File: config.mk
export PLATFORM = sky130hd
export DESIGN_NAME = tx_uart_echo_flat
export DESIGN_NICKNAME = d
export VERILOG_FILES = /design/src/rtl/tx_uart_echo_if.sv /design/src/rtl/tx_uart_echo.sv /design/src/flat_wrapper.sv
export SDC_FILE = /design/constraint.sdc
export NUM_CORES = 1
export LEC_CHECK = 0
export CAP_MARGIN = 20
export CORE_ASPECT_RATIO = 1.1
export CORE_MARGIN = 2
export CORE_UTILIZATION = 45
export DETAILED_ROUTE_END_ITERATION = 10
export PLACE_DENSITY_LB_ADDON = 0.12
export SLEW_MARGIN = 15
export SYNTH_ARGS = -nofsm -noshare
export SYNTH_HDL_FRONTEND = slang
export SYNTH_SLANG_ARGS = --single-unit
export TNS_END_PERCENT = 10
File: constraint.sdc
create_clock -name clk -period 2.9 [get_ports clk]
set_input_delay 0.58 -clock clk [delete_from_list [all_inputs] [get_ports clk]]
set_output_delay 0.58 -clock clk [all_outputs]
set_load 0.005 [all_outputs]
File: src/rtl/tx_uart_echo_if.sv
// Frame strobe from the UART receiver into the echo block.
// Strobe-only handshake: frame is meaningful only on cycles where frame_valid=1; there is no ready, the consumer always samples it.
interface tx_uart_echo_if;
    logic       frame_valid;
    logic [9:0] frame;

    modport master (output frame_valid, output frame);
    modport slave  (input  frame_valid, input  frame);
endinterface

File: src/rtl/tx_uart_echo.sv
// Echo path: checks received frames, buffers good bytes in a FIFO, and re-sends them 8N1.
// Debug outputs expose FIFO occupancy, overflow, framing-error count and the TX FSM state.
module tx_uart_echo #(
    parameter int TIMER_BITS      = 10,
    parameter int CLOCKS_PER_BAUD = 868,
    parameter int FIFO_AW         = 4
) (
    input  logic               clk,
    input  logic               i_reset,
    tx_uart_echo_if.slave      rx,
    output logic               o_uart_tx,
    output logic               o_busy,
    output logic [FIFO_AW:0]   o_fifo_count,
    output logic               o_overflow,
    output logic [7:0]         o_frame_err,
    output logic [1:0]         o_state
);
    localparam int DEPTH = 1 << FIFO_AW;
    localparam logic [TIMER_BITS-1:0] RELOAD = TIMER_BITS'(CLOCKS_PER_BAUD - 1);

    typedef enum logic [1:0] {IDLE, START, DATA, STOP} state_t;

    state_t                state, state_d;
    logic [TIMER_BITS-1:0] baud, baud_d;
    logic [2:0]            idx, idx_d;
    logic [7:0]            sh, sh_d;
    logic                  tx_d, busy_d;

    logic [7:0]            mem [DEPTH];
    logic [FIFO_AW:0]      wr_ptr, rd_ptr, count;
    logic                  full, empty, frame_ok, frame_bad, push, pop;

    assign full      = (count == (FIFO_AW+1)'(DEPTH));
    assign empty     = (count == '0);
    assign frame_ok  = !rx.frame[0] && rx.frame[9];
    assign frame_bad = (rx.frame != 10'h3FF) && !frame_ok;
    // A push on a full FIFO is dropped even when the FSM pops on the same edge.
    assign push      = rx.frame_valid && frame_ok && !full;

    always_ff @(posedge clk) begin
        if (i_reset) begin
            state     <= IDLE;
            baud      <= '0;
            idx       <= '0;
            sh        <= '0;
            o_uart_tx <= 1'b1;
            o_busy    <= 1'b0;
        end else begin
            state     <= state_d;
            baud      <= baud_d;
            idx       <= idx_d;
            sh        <= sh_d;
            o_uart_tx <= tx_d;
            o_busy    <= busy_d;
        end
    end

    always_comb begin
        state_d = state;
        baud_d  = baud;
        idx_d   = idx;
        sh_d    = sh;
        pop     = 1'b0;
        case (state)
            IDLE: begin
                if (!empty) begin
                    pop     = 1'b1;
                    sh_d    = mem[rd_ptr[FIFO_AW-1:0]];
                    baud_d  = RELOAD;
                    idx_d   = '0;
                    state_d = START;
                end
            end
            START: begin
                if (baud == '0) begin
                    baud_d  = RELOAD;
                    idx_d   = '0;
                    state_d = DATA;
                end else begin
                    baud_d = baud - TIMER_BITS'(1);
                end
            end
            DATA: begin
                if (baud == '0) begin
                    baud_d = RELOAD;
                    if (idx == 3'd7) begin
                        state_d = STOP;
                    end else begin
                        idx_d = idx + 3'd1;
                        sh_d  = {1'b0, sh[7:1]};
                    end
                end else begin
                    baud_d = baud - TIMER_BITS'(1);
                end
            end
            STOP: begin
                if (baud == '0) begin
                    // Chain straight into the next start bit when more data waits.
                    if (!empty) begin
                        pop     = 1'b1;
                        sh_d    = mem[rd_ptr[FIFO_AW-1:0]];
                        baud_d  = RELOAD;
                        idx_d   = '0;
                        state_d = START;
                    end else begin
                        state_d = IDLE;
                    end
                end else begin
                    baud_d = baud - TIMER_BITS'(1);
                end
            end
            default: state_d = IDLE;
        endcase
    end

    always_comb begin
        tx_d   = 1'b1;
        busy_d = (state_d != IDLE);
        case (state_d)
            START:   tx_d = 1'b0;
            DATA:    tx_d = sh_d[0];
            default: tx_d = 1'b1;
        endcase
    end

    always_ff @(posedge clk) begin
        if (push) begin
            mem[wr_ptr[FIFO_AW-1:0]] <= rx.frame[8:1];
        end
    end

    always_ff @(posedge clk) begin
        if (i_reset) begin
            wr_ptr      <= '0;
            rd_ptr      <= '0;
            count       <= '0;
            o_overflow  <= 1'b0;
            o_frame_err <= '0;
        end else begin
            if (push) wr_ptr <= wr_ptr + (FIFO_AW+1)'(1);
            if (pop)  rd_ptr <= rd_ptr + (FIFO_AW+1)'(1);
            case ({push, pop})
                2'b10:   count <= count + (FIFO_AW+1)'(1);
                2'b01:   count <= count - (FIFO_AW+1)'(1);
                default: count <= count;
            endcase
            if (rx.frame_valid && frame_ok && full) o_overflow <= 1'b1;
            if (rx.frame_valid && frame_bad && (o_frame_err != 8'hFF))
                o_frame_err <= o_frame_err + 8'd1;
        end
    end

    assign o_fifo_count = count;
    assign o_state      = state;
endmodule

File: src/flat_wrapper.sv
// flat-port wrapper written by rule: the top's interface ports become plain ports
module tx_uart_echo_flat 
#(
    parameter int TIMER_BITS      = 10,
    parameter int CLOCKS_PER_BAUD = 868,
    parameter int FIFO_AW         = 4
)
  (clk, i_reset, o_uart_tx, o_busy, o_fifo_count, o_overflow, o_frame_err, o_state, rx_frame_valid, rx_frame);
  tx_uart_echo_if rx_i ();
  input  logic clk;
  input  logic i_reset;
  output logic o_uart_tx;
  output logic o_busy;
  output logic [FIFO_AW:0] o_fifo_count;
  output logic o_overflow;
  output logic [7:0] o_frame_err;
  output logic [1:0] o_state;
  input wire logic [$bits(rx_i.frame_valid)-1:0] rx_frame_valid;
  input wire logic [$bits(rx_i.frame)-1:0] rx_frame;
  assign rx_i.frame_valid = rx_frame_valid;
  assign rx_i.frame = rx_frame;
  tx_uart_echo #(.TIMER_BITS(TIMER_BITS), .CLOCKS_PER_BAUD(CLOCKS_PER_BAUD), .FIFO_AW(FIFO_AW)) u_core (.clk(clk), .i_reset(i_reset), .rx(rx_i), .o_uart_tx(o_uart_tx), .o_busy(o_busy), .o_fifo_count(o_fifo_count), .o_overflow(o_overflow), .o_frame_err(o_frame_err), .o_state(o_state));
endmodule
======== Word level (Yosys, flattened, before mapping) ========
Memories as Yosys holds them, arrays and structs flattened. A register that Yosys moved wholly into a read port is not among the register bits.
Index checks and enable logic that the tools add are counted.
word-level totals
  bits in registers ....................... 49
  RAM bits ................................ 128
  input bits .............................. 13
  output and inout port bits .............. 18
  word-level logic and storage cells ...... 85
  memories ................................ 1
cells by class
  $add $sub $neg .......................... 7
  equality and inequality tests ........... 15
  muxes and demuxes ....................... 31
  reductions and logical operators ........ 19
memory list
  name        depth  width  read ports  clocked after memory_dff  write ports  line                source
  u_core.mem  16     8      1           1                         1            tx_uart_echo.sv:29  logic [7:0] mem [DEPTH];
operator list
  kind                   count
  $mux 8                 4
  $mux 10                3
  $pmux 10 s3            1
  $pmux 8 s3             1
  $add 5x1->5 const B    3
  $mux 3                 5
  $pmux 3 s4             1
  $logic_not 10->1       1
  $mux 2                 5
  $ne 10x10->1 const B   1
  $pmux 5 s2             1
  $sub 10x1->10 const B  1
  $add 8x1->8 const B    1
  $eq 2x2->1 const B     4
  $mux 4                 2
  $ne 8x8->1 const B     1
  $pmux 2 s4             1
  $reduce_and 4->1       2
  $logic_and 1x1->1      7
  $eq 2x1->1 const B     3
  $ne 2x1->1 const B     3
  $eq 5x5->1 const B     1
  $logic_not 5->1        1
  $mux 1                 5
  10 further kinds       14

======== Longest topological paths before layout ========
Gate-level depths: netlist of run 1.
  depth in word-level cells ............... 6
  depth in mapped cells ................... 13
  mapped depth without buffers ............ 12

======== Least setup slack after synthesis of run 1 ========
No wires, ideal clock.
  path type ............................... input port to flip-flop
  from .................................... input port rx_frame[0]
  to ...................................... register u_core.count[4], in the netlist u_core.o_fifo_count[4]
  setup time .............................. 82 ps
  arrival time ............................ 3071 ps
  data required time ...................... 2818 ps
  setup slack ............................. -253 ps
  stages .................................. 10
  path buffers ............................ 1
  cell sequence ........................... and3b_1 -> a21boi_0 -> clkbuf_1 -> inv_1 -> ha_1 -> ha_1 -> or3b_2 -> or3_1 -> or2_2 -> o2111ai_1
between the ends
  cells in the longest elaborated chain, start to end .. 6
  elaborated cells between the ends (all ways) .. 8
  classes of those cells .................. eq/ne: 2; mux: 1; reduce/logical: 5
ends and longest elaborated chain
  element                                          line                 source
  start: declaration                               flat_wrapper.sv:19   input wire logic [$bits(rx_i.frame)-1:0] rx_frame;
  $logic_not 1->1 *                                tx_uart_echo.sv:35   assign frame_ok = !rx.frame[0] && rx.frame[9];
  $logic_and 1x1->1 *                              tx_uart_echo.sv:35
  $logic_and 1x1->1 * (2 in a row)                 tx_uart_echo.sv:38   assign push = rx.frame_valid && frame_ok && !full;
  $eq 2x1->1 or $eq 2x2->1 (tied branches)         tx_uart_echo.sv:142  case ({push, pop})
  $pmux 5 s2 or $reduce_bool 2->1 (tied branches)  n/a
  end signal: assignment                           tx_uart_echo.sv:143  2'b10: count <= count + (FIFO_AW+1)'(1);
  end signal: assignment                           tx_uart_echo.sv:144  2'b01: count <= count - (FIFO_AW+1)'(1);
  end signal: assignment                           tx_uart_echo.sv:145  default: count <= count;
  end: declaration                                 tx_uart_echo.sv:30   logic [FIFO_AW:0] wr_ptr, rd_ptr, count;
Every way passes the cells marked *; elsewhere a longest branch is shown, timed or not.
A chain may end at the register's enable or synchronous reset.

======== Worst setup path after layout of run 1 ========
  from .................................... input port rx_frame[9]
  to ...................................... register u_core.count[4], in the netlist u_core.o_fifo_count[4]
between the ends
  cells in the longest elaborated chain, start to end .. 5
  elaborated cells between the ends (all ways) .. 7
  classes of those cells .................. eq/ne: 2; mux: 1; reduce/logical: 4
ends and longest elaborated chain
  element                                          line
  $logic_and 1x1->1 *                              tx_uart_echo.sv:35
  $logic_and 1x1->1 * (2 in a row)                 tx_uart_echo.sv:38
  $eq 2x1->1 or $eq 2x2->1 (tied branches)         tx_uart_echo.sv:142
  $pmux 5 s2 or $reduce_bool 2->1 (tied branches)  n/a
Marks and branches as above.

==> results of run 1 <==
worst min path at each step:
stage | start | to | slack [ps] | depth (start not counted)
2_1_floorplan | u_core.idx[1]$_SDFFE_PP0P_ | u_core.idx[1]$_SDFFE_PP0P_ | 450 | 2
3_3_place_gp | u_core.idx[2]$_SDFFE_PP0P_ | u_core.idx[2]$_SDFFE_PP0P_ | 460 | 2
3_5_place_dp | u_core.o_overflow$_SDFFE_PP0P_ | u_core.o_overflow$_SDFFE_PP0P_ | 460 | 2
4_1_cts | u_core.o_overflow$_SDFFE_PP0P_ | u_core.o_overflow$_SDFFE_PP0P_ | 490 | 2
5_1_grt | u_core.idx[2]$_SDFFE_PP0P_ | u_core.idx[2]$_SDFFE_PP0P_ | 520 | 2
6_report | u_core.o_overflow$_SDFFE_PP0P_ | u_core.o_overflow$_SDFFE_PP0P_ | 480 | 2
critical path, cell delays in order:
cell             delay (ps)
clkdlybuf4s50_1         470
and3b_1                 180
a21boi_2                180
inv_1                    90
ha_4                    180
ha_4                    260
or3b_2                  440
or3_4                   350
or2_2                   310
o2111ai_1               110
power groups by stage:
stage	clock (uW)	sequential, uW	combinational [uW]
after floorplan	0	3070	1620
after global placement	0	3110	2410
after detailed placement	0	3120	2460
after CTS	2230	3070	2480
after global routing	2330	3090	2770
final	2170	3070	2540
cells in the mapped netlist, types with 4 or more instances:
master / count / area (um^2)
a211oi_1: 6 / 45.0
a21oi_1: 25 / 125
a22oi_1: 6 / 45.0
a31oi_1: 8 / 50.1
buf_1: 5 / 18.8
clkbuf_1: 14 / 52.6
dfxtp_1: 51 / 1020
edfxtp_1: 128 / 3840
ha_1: 17 / 213
inv_1: 14 / 52.6
mux2i_1: 6 / 60.1
mux4_2: 39 / 878
nand2_1: 14 / 52.6
nand2b_1: 4 / 25.0
nand3_1: 15 / 75.1
nand4_1: 5 / 31.3
nor2_1: 52 / 195
nor3_1: 14 / 70.1
nor3b_1: 4 / 30.0
nor4b_1: 4 / 35.0
o21a_1: 4 / 30.0
o21ai_0: 14 / 70.1
or2_2: 4 / 25.0
xnor2_1: 12 / 105
xor2_1: 5 / 43.8
registers in the layout (all words and copies together), names as in the netlist, named ones only:
signal               count
u_core.idx               3
u_core.rd_ptr            4
u_core.o_uart_tx         1
u_core.wr_ptr            4
u_core.o_state           2
u_core.o_frame_err       8
u_core.o_busy            1
u_core.mem             128
u_core.o_overflow        1
u_core.sh                8
u_core.o_fifo_count      5
u_core.baud             10
stage by stage:
step	setup WS (ps)	hold WS [ps]	instance area, um^2	setup TNS (ps)
finish	91.8	478	9350	0
CTS	26.2	487	9310	0
global route	-11.4	525	9350	-11.4
floorplan	49.5	453	7790	0
global placement	-259	464	8750	-259
detailed placement	-332	464	8750	-332
timing repair:
action,CTS,global route
gates resized for setup,1,7
pin swaps,0,4
buffers inserted,0,1
endpoints found under the hold margin,0,0
setup endpoints to repair,1,1
cells by family after synthesis:
family / after synthesis / share of synthesized area, %
muxes: 45 / 12.1
buffers and inverters: 41 / 2.47
xor gates and xnor gates: 17 / 1.92
AOI/OAI and AO/OA: 94 / 8.08
and+or+nand+nor: 143 / 9.87
adders and majority gates: 17 / 2.75
DFF: 179 / 62.8
layer usage:
layer	vias up	wire length [um]
met5	-	0
met4	0	146
met3	12	429
met2	87	8820
met1	2467	7360
li1	2282	-
cell type report:
cell class	instances	area, um^2	share of cell area (%)
tap	234	293	3.13
clock buffer	20	437	4.67
multi-input combinational	316	2760	29.5
timing repair buffer	95	821	8.78
inverter	15	56.3	0.602
clock inverter	12	119	1.27
sequential	179	4870	52.1
==> metrics.txt, run 1 <==
CTS sink count=179; Horiz. Die Dim=129 um; CTS buffer count=17; Switching Fraction=30.7%; grt peak-use layer=met2; global-route wire length before repair=26.9 mm; clk_lat worst skew=420 ps; Hold WC Path Type=reg -> reg; total power=7770 uW; Post-Syn Area=7750 um^2; GR met2 Demand/Resource=33.6%; nature of the critical path endpoint=flip-flop; DR iter-0 viols=344; status=complete, no violations; root buf cell=clkbuf_16; Clock Pin Slew Worst Setup and Hold Paths=70 ps; GR Overflow Total=0; flop and latch count out of synthesis=179; post-synthesis net count=566; pwr dens=831 nW/um^2; # diodes=0; Setup CP Type=in -> reg; Mapped Avg Cell Area=14.5 um^2; Post-CTS Hold Fix Bufs=0; Fmax achieved=356 MHz; Seq pwr share=39.5%; Slew @ Worst Pin=786 ps; final WL=16.8 mm; initial antenna violation count=0; Slew Limit Headroom=47.2%; Worst EP required=3230 ps; average vias per placed instance=5.57; Final Setup Violations=0; Final nets=654; Final Max Tran Viols=0; CTS tree=built; routed vias=4,848; most common cell after layout, fill and taps aside=edfxtp_1; layout cell share with drive strength beyond 1=26.1%; reg2reg end=u_core.o_fifo_count[4]$_SDFFE_PP0P_; max-cap violations=0; I/O pin cnt=31; Worst setup endpoint=u_core.o_fifo_count[4]$_SDFFE_PP0P_; grt met1 use=25.3%; Final min period=2810 ps; Die Ht=142 um; Clk network pwr share=27.9%; Max VDD drop=0.465 mV; most frequent cells in the layout=edfxtp_1, buf_4, nor2_1, dfxtp_1, mux4_2; crit share post-route=96.8%; CP Launch Type=input port; M3 GR Usage=3.28%; # rows=50; P&R area growth vs syn=20.7%; DP Wirelength=11.6 mm; post-route core utilization=55.2%; IO Port Bufs=30; Worst Path Arrival=3140 ps; Crit Path Max Fanout=3; Core Region=17,000 um^2; vias in the first global route=4,887; fillers=1,393; H-tree levels=4; Comb pwr share=32.6%; Hold Vio Cnt, Final=0; WL/cell=19.2 um; reg2reg path depth=12; switching pwr=2390 uW; non-filler cells, final=871; ys async rst share=0%; Setup Skew=18.8 ps; drt drc=0; crit path from=rx_frame[9]; placer congestion estimate=0.859; Max Buffers Root-to-Sink=2; largest net degree at the start of global routing=33; Initial Utilization=45.7%; Synth cell types=65; synthesized instance count=536; drt first pass iters=4; P_int=5390 uW; worst r2r src=u_core.baud[1]$_SDFF_PP0_; leakage=0.00311 uW; Total GRT Usage=19.6%; number of synthesized flops with an enable pin=128; flop-to-flop setup slack=100 ps; Detail Route Antenna Nets=0; die area=18,300 um^2; placed cells=838; register area share after synthesis=62.8%; Yosys warning count=0; ys flop type=edfxtp_1
No activity file was read; power rests on OpenSTA's default activity.
==> run 2: changes to the inputs <==
--- a/config.mk
+++ b/config.mk
@@ -5,6 +5,7 @@
 export SDC_FILE = /design/constraint.sdc
 export NUM_CORES = 1
 export LEC_CHECK = 0
+export ABC_AREA = 1
 export CAP_MARGIN = 20
 export CORE_ASPECT_RATIO = 1.1
 export CORE_MARGIN = 2
==> metrics.txt, run 2 <==
ys flop type=edfxtp_1; pwr dens=878 nW/um^2 (+5.6%); GR Overflow Total=0 (unchanged); top cells by area, synth=edfxtp_1, dfxtp_1, nor2_1; most frequent CP cell=inv_1; # rows=50 (unchanged); WL/cell=17.1 um (-11%); Hold Vio Cnt, Final=0 (unchanged); Crit Path Max Fanout=7 (+4); Total GRT Usage=20.2% (+0.64 points); vias in the first global route=5,326 (+9.0%); drt drc=0 (unchanged); Post-Syn Area=7780 um^2 (+0.50%); post-synth top area cell=edfxtp_1; DP Wirelength=11.8 mm (+1.6%); most numerous cell in the Yosys netlist=edfxtp_1; post-synthesis net count=755 (+33%); CP peak stage delay=400 ps (-70 ps); H-tree levels=4 (unchanged); global-route wire length before repair=27.9 mm (+3.7%); Max VDD drop=0.486 mV (+4.5%); fillers=1,524 (+9.4%); Final nets=809 (+24%); Yosys warning count=0 (unchanged); IO Port Bufs=30 (unchanged); top-area cell type share of the netlist area=49.4% (-0.25 points); register area share after synthesis=62.5% (-0.31 points); worst slack at placement=204 ps (+536 ps); nature of the critical path endpoint=flip-flop; Setup CP Type=reg -> reg; CTS buffer count=17 (unchanged); Synth cell types=41 (-37%); root buf cell=clkbuf_16; worst hold margin=471 ps (-7.37 ps); Final min period=2580 ps (-228 ps); Worst Path Arrival=2900 ps (-240 ps); routed vias=5,481 (+13%); CTS tree=built; synth cell count leaders=edfxtp_1, nor2_1, nand2_1, o21ai_0, inv_1; Clock Pin Slew Worst Setup and Hold Paths=70 ps (about the same); max-cap violations=0 (unchanged); Horiz. Die Dim=129 um (+0.24%); most common cell after layout, fill and taps aside=edfxtp_1; leakage=0.00328 uW (+5.5%); final non-filler cell area=9080 um^2 (-2.9%); crit share post-route=89.0% (-7.9 points); # diodes=0 (unchanged); Final Setup Violations=0 (unchanged); drt first pass iters=4 (unchanged); layout cell share with drive strength beyond 1=10.7% (-15 points); Worst EP required=3220 ps (about the same); final WL=17.6 mm (+4.9%); Core Region=17,000 um^2 (unchanged); unrepaired setup endpoints after global routing=false; number of synthesized flops with an enable pin=128 (unchanged); Slew @ Worst Pin=708 ps (-78.0 ps); Setup Skew=10.4 ps (-8.39 ps); Max Buffers Root-to-Sink=2 (unchanged); Initial Utilization=45.9% (+0.23 points); Mapped Avg Cell Area=10.7 um^2 (-26%); ys async rst share=0% (unchanged); clk_lat worst skew=430 ps (about the same); total power=7970 uW (+2.5%); placer congestion estimate=0.833 (-3.0%); largest net degree at the start of global routing=65 (+97%); flop and latch count out of synthesis=179 (unchanged); slowest CP cell=dfxtp_1; Slew Limit Headroom=52.5% (+5.3 points); CP Launch Type=flip-flop; synthesized instance count=725 (+35%); initial antenna violation count=0 (unchanged); P&R area growth vs syn=16.7%; Die Ht=142 um (+0.24%); cell breakdown of the critical path=inv_1, ha_1, inv_1, nand2_1, inv_1, nand2_1, inv_2, ha_4, xnor2_1, nand3b_1, nand2_1, o21ai_0, nand3_1, o211ai_1, inv_1; placed instance area=8530 um^2 (-2.5%); CTS sink count=179 (unchanged); I/O pin cnt=31 (unchanged); DR iter-0 viols=349 (+1.5%); die area=18,400 um^2 (+0.49%); most frequent cells in the layout=edfxtp_1, nor2_1, nand2_1, o21ai_0, inv_1; fin worst setup slack=320 ps (+228 ps); Hold WC Path Type=reg -> reg; Fmax achieved=388 MHz (+8.8%); average vias per placed instance=5.34 (-4.0%); Detail Route Antenna Nets=0 (unchanged); Setup TNS=0 ps (unchanged); status=complete, no violations; Final Max Tran Viols=0 (unchanged); max reg flops=128 (unchanged)
-- run 2: changes by cell type in the layout (fill, tap and decap cells not counted), moves of 9 or more --
cell,previous run,this run
nand2_1,14,74
buf_4,62,34
o21ai_0,14,64
nor3_1,14,5
o211ai_1,1,11
inv_1,12,52
a21oi_1,25,48
nand3_1,15,33
nor2_1,51,111
o221ai_1,0,23
mux4_2,39,0
mux2i_1,6,20
xnor2_1,12,3
-- run 2: path summary, 6_finish.rpt --
kind | cells after the start | slack (ps) | endpoint | start
hold reg to reg | 2 | 470 | u_core.o_frame_err[4]$_SDFFE_PP0P_ | u_core.o_frame_err[4]$_SDFFE_PP0P_
hold / removal | 2 | 470 | u_core.o_frame_err[4]$_SDFFE_PP0P_ | u_core.o_frame_err[4]$_SDFFE_PP0P_
setup / recovery | 15 | 320 | u_core.o_fifo_count[3]$_SDFFE_PP0P_ | u_core.o_state[0]$_SDFF_PP0_
setup reg to reg | 15 | 320 | u_core.o_fifo_count[3]$_SDFFE_PP0P_ | u_core.o_state[0]$_SDFF_PP0_
-- run 2: stage by stage --
| stage | std cells | util (%) |
|---|---|---|
| after detailed placement | 994 | 50.3 |
| final | 1026 | 53.6 |
| after global routing | 1026 | 53.6 |
| after CTS | 1026 | 53.4 |
| after global placement | 994 | 50.3 |
| after floorplan | 725 | - |
-- run 2: layer usage --
layer,wire length [um],part of all wire [%],GRT usage (%),vias up
li1,-,-,-,2702
met2,8530,49,33.7,121
met5,0,0,0,-
met3,620,3.5,3.01,27
met4,425,2.4,7.98,0
met1,8010,46,26.6,2631
-- run 2: worst max-delay path, delay by kind of cell (launching register included) --
kind                     cells  cell delay, ps
buffers and inverters        5             430
AO/OA/AOI/OAI                2             270
AND/OR/NAND/NOR              5             540
XOR/XNOR                     1             310
flip-flops                   1             400
adder cells (fa/ha/maj)      2             540
-- run 2: area by class of cell --
| class | instances | area, um^2 | share of cell area [%] |
|---|---|---|---|
| Sequential cell | 179 | 4870 | 53.6 |
| Clock buffer | 17 | 425 | 4.68 |
| Tap cell | 234 | 293 | 3.22 |
| Clock inverter | 15 | 105 | 1.16 |
| Inverter | 55 | 206 | 2.27 |
| Multi-Input combinational cell | 460 | 2590 | 28.5 |
| Timing Repair Buffer | 66 | 596 | 6.56 |
-- run 2: timing repair --
| action | 4_1_cts | 5_1_grt |
|---|---|---|
| setup endpoints to repair | 0 | 3 |
| gates resized for setup | 0 | 4 |
| hold buffers | 0 | 0 |
| setup buffers | 0 | 0 |
-- run 2: power by group --
group          leakage (uW)  switching, uW  internal (uW)
combinational       0.00144           1760           1040
sequential          0.00157            168           2920
clock              0.000274            981           1100
-- run 2: cell families after synthesis --
| group | synth area share, % |
|---|---|
| xor+xnor | 1.24 |
| buf+inv | 4.52 |
| mux | 2.57 |
| compound gates | 13.2 |
| flops | 62.5 |
| fa+ha+maj | 2.73 |
| simple gates | 13.2 |
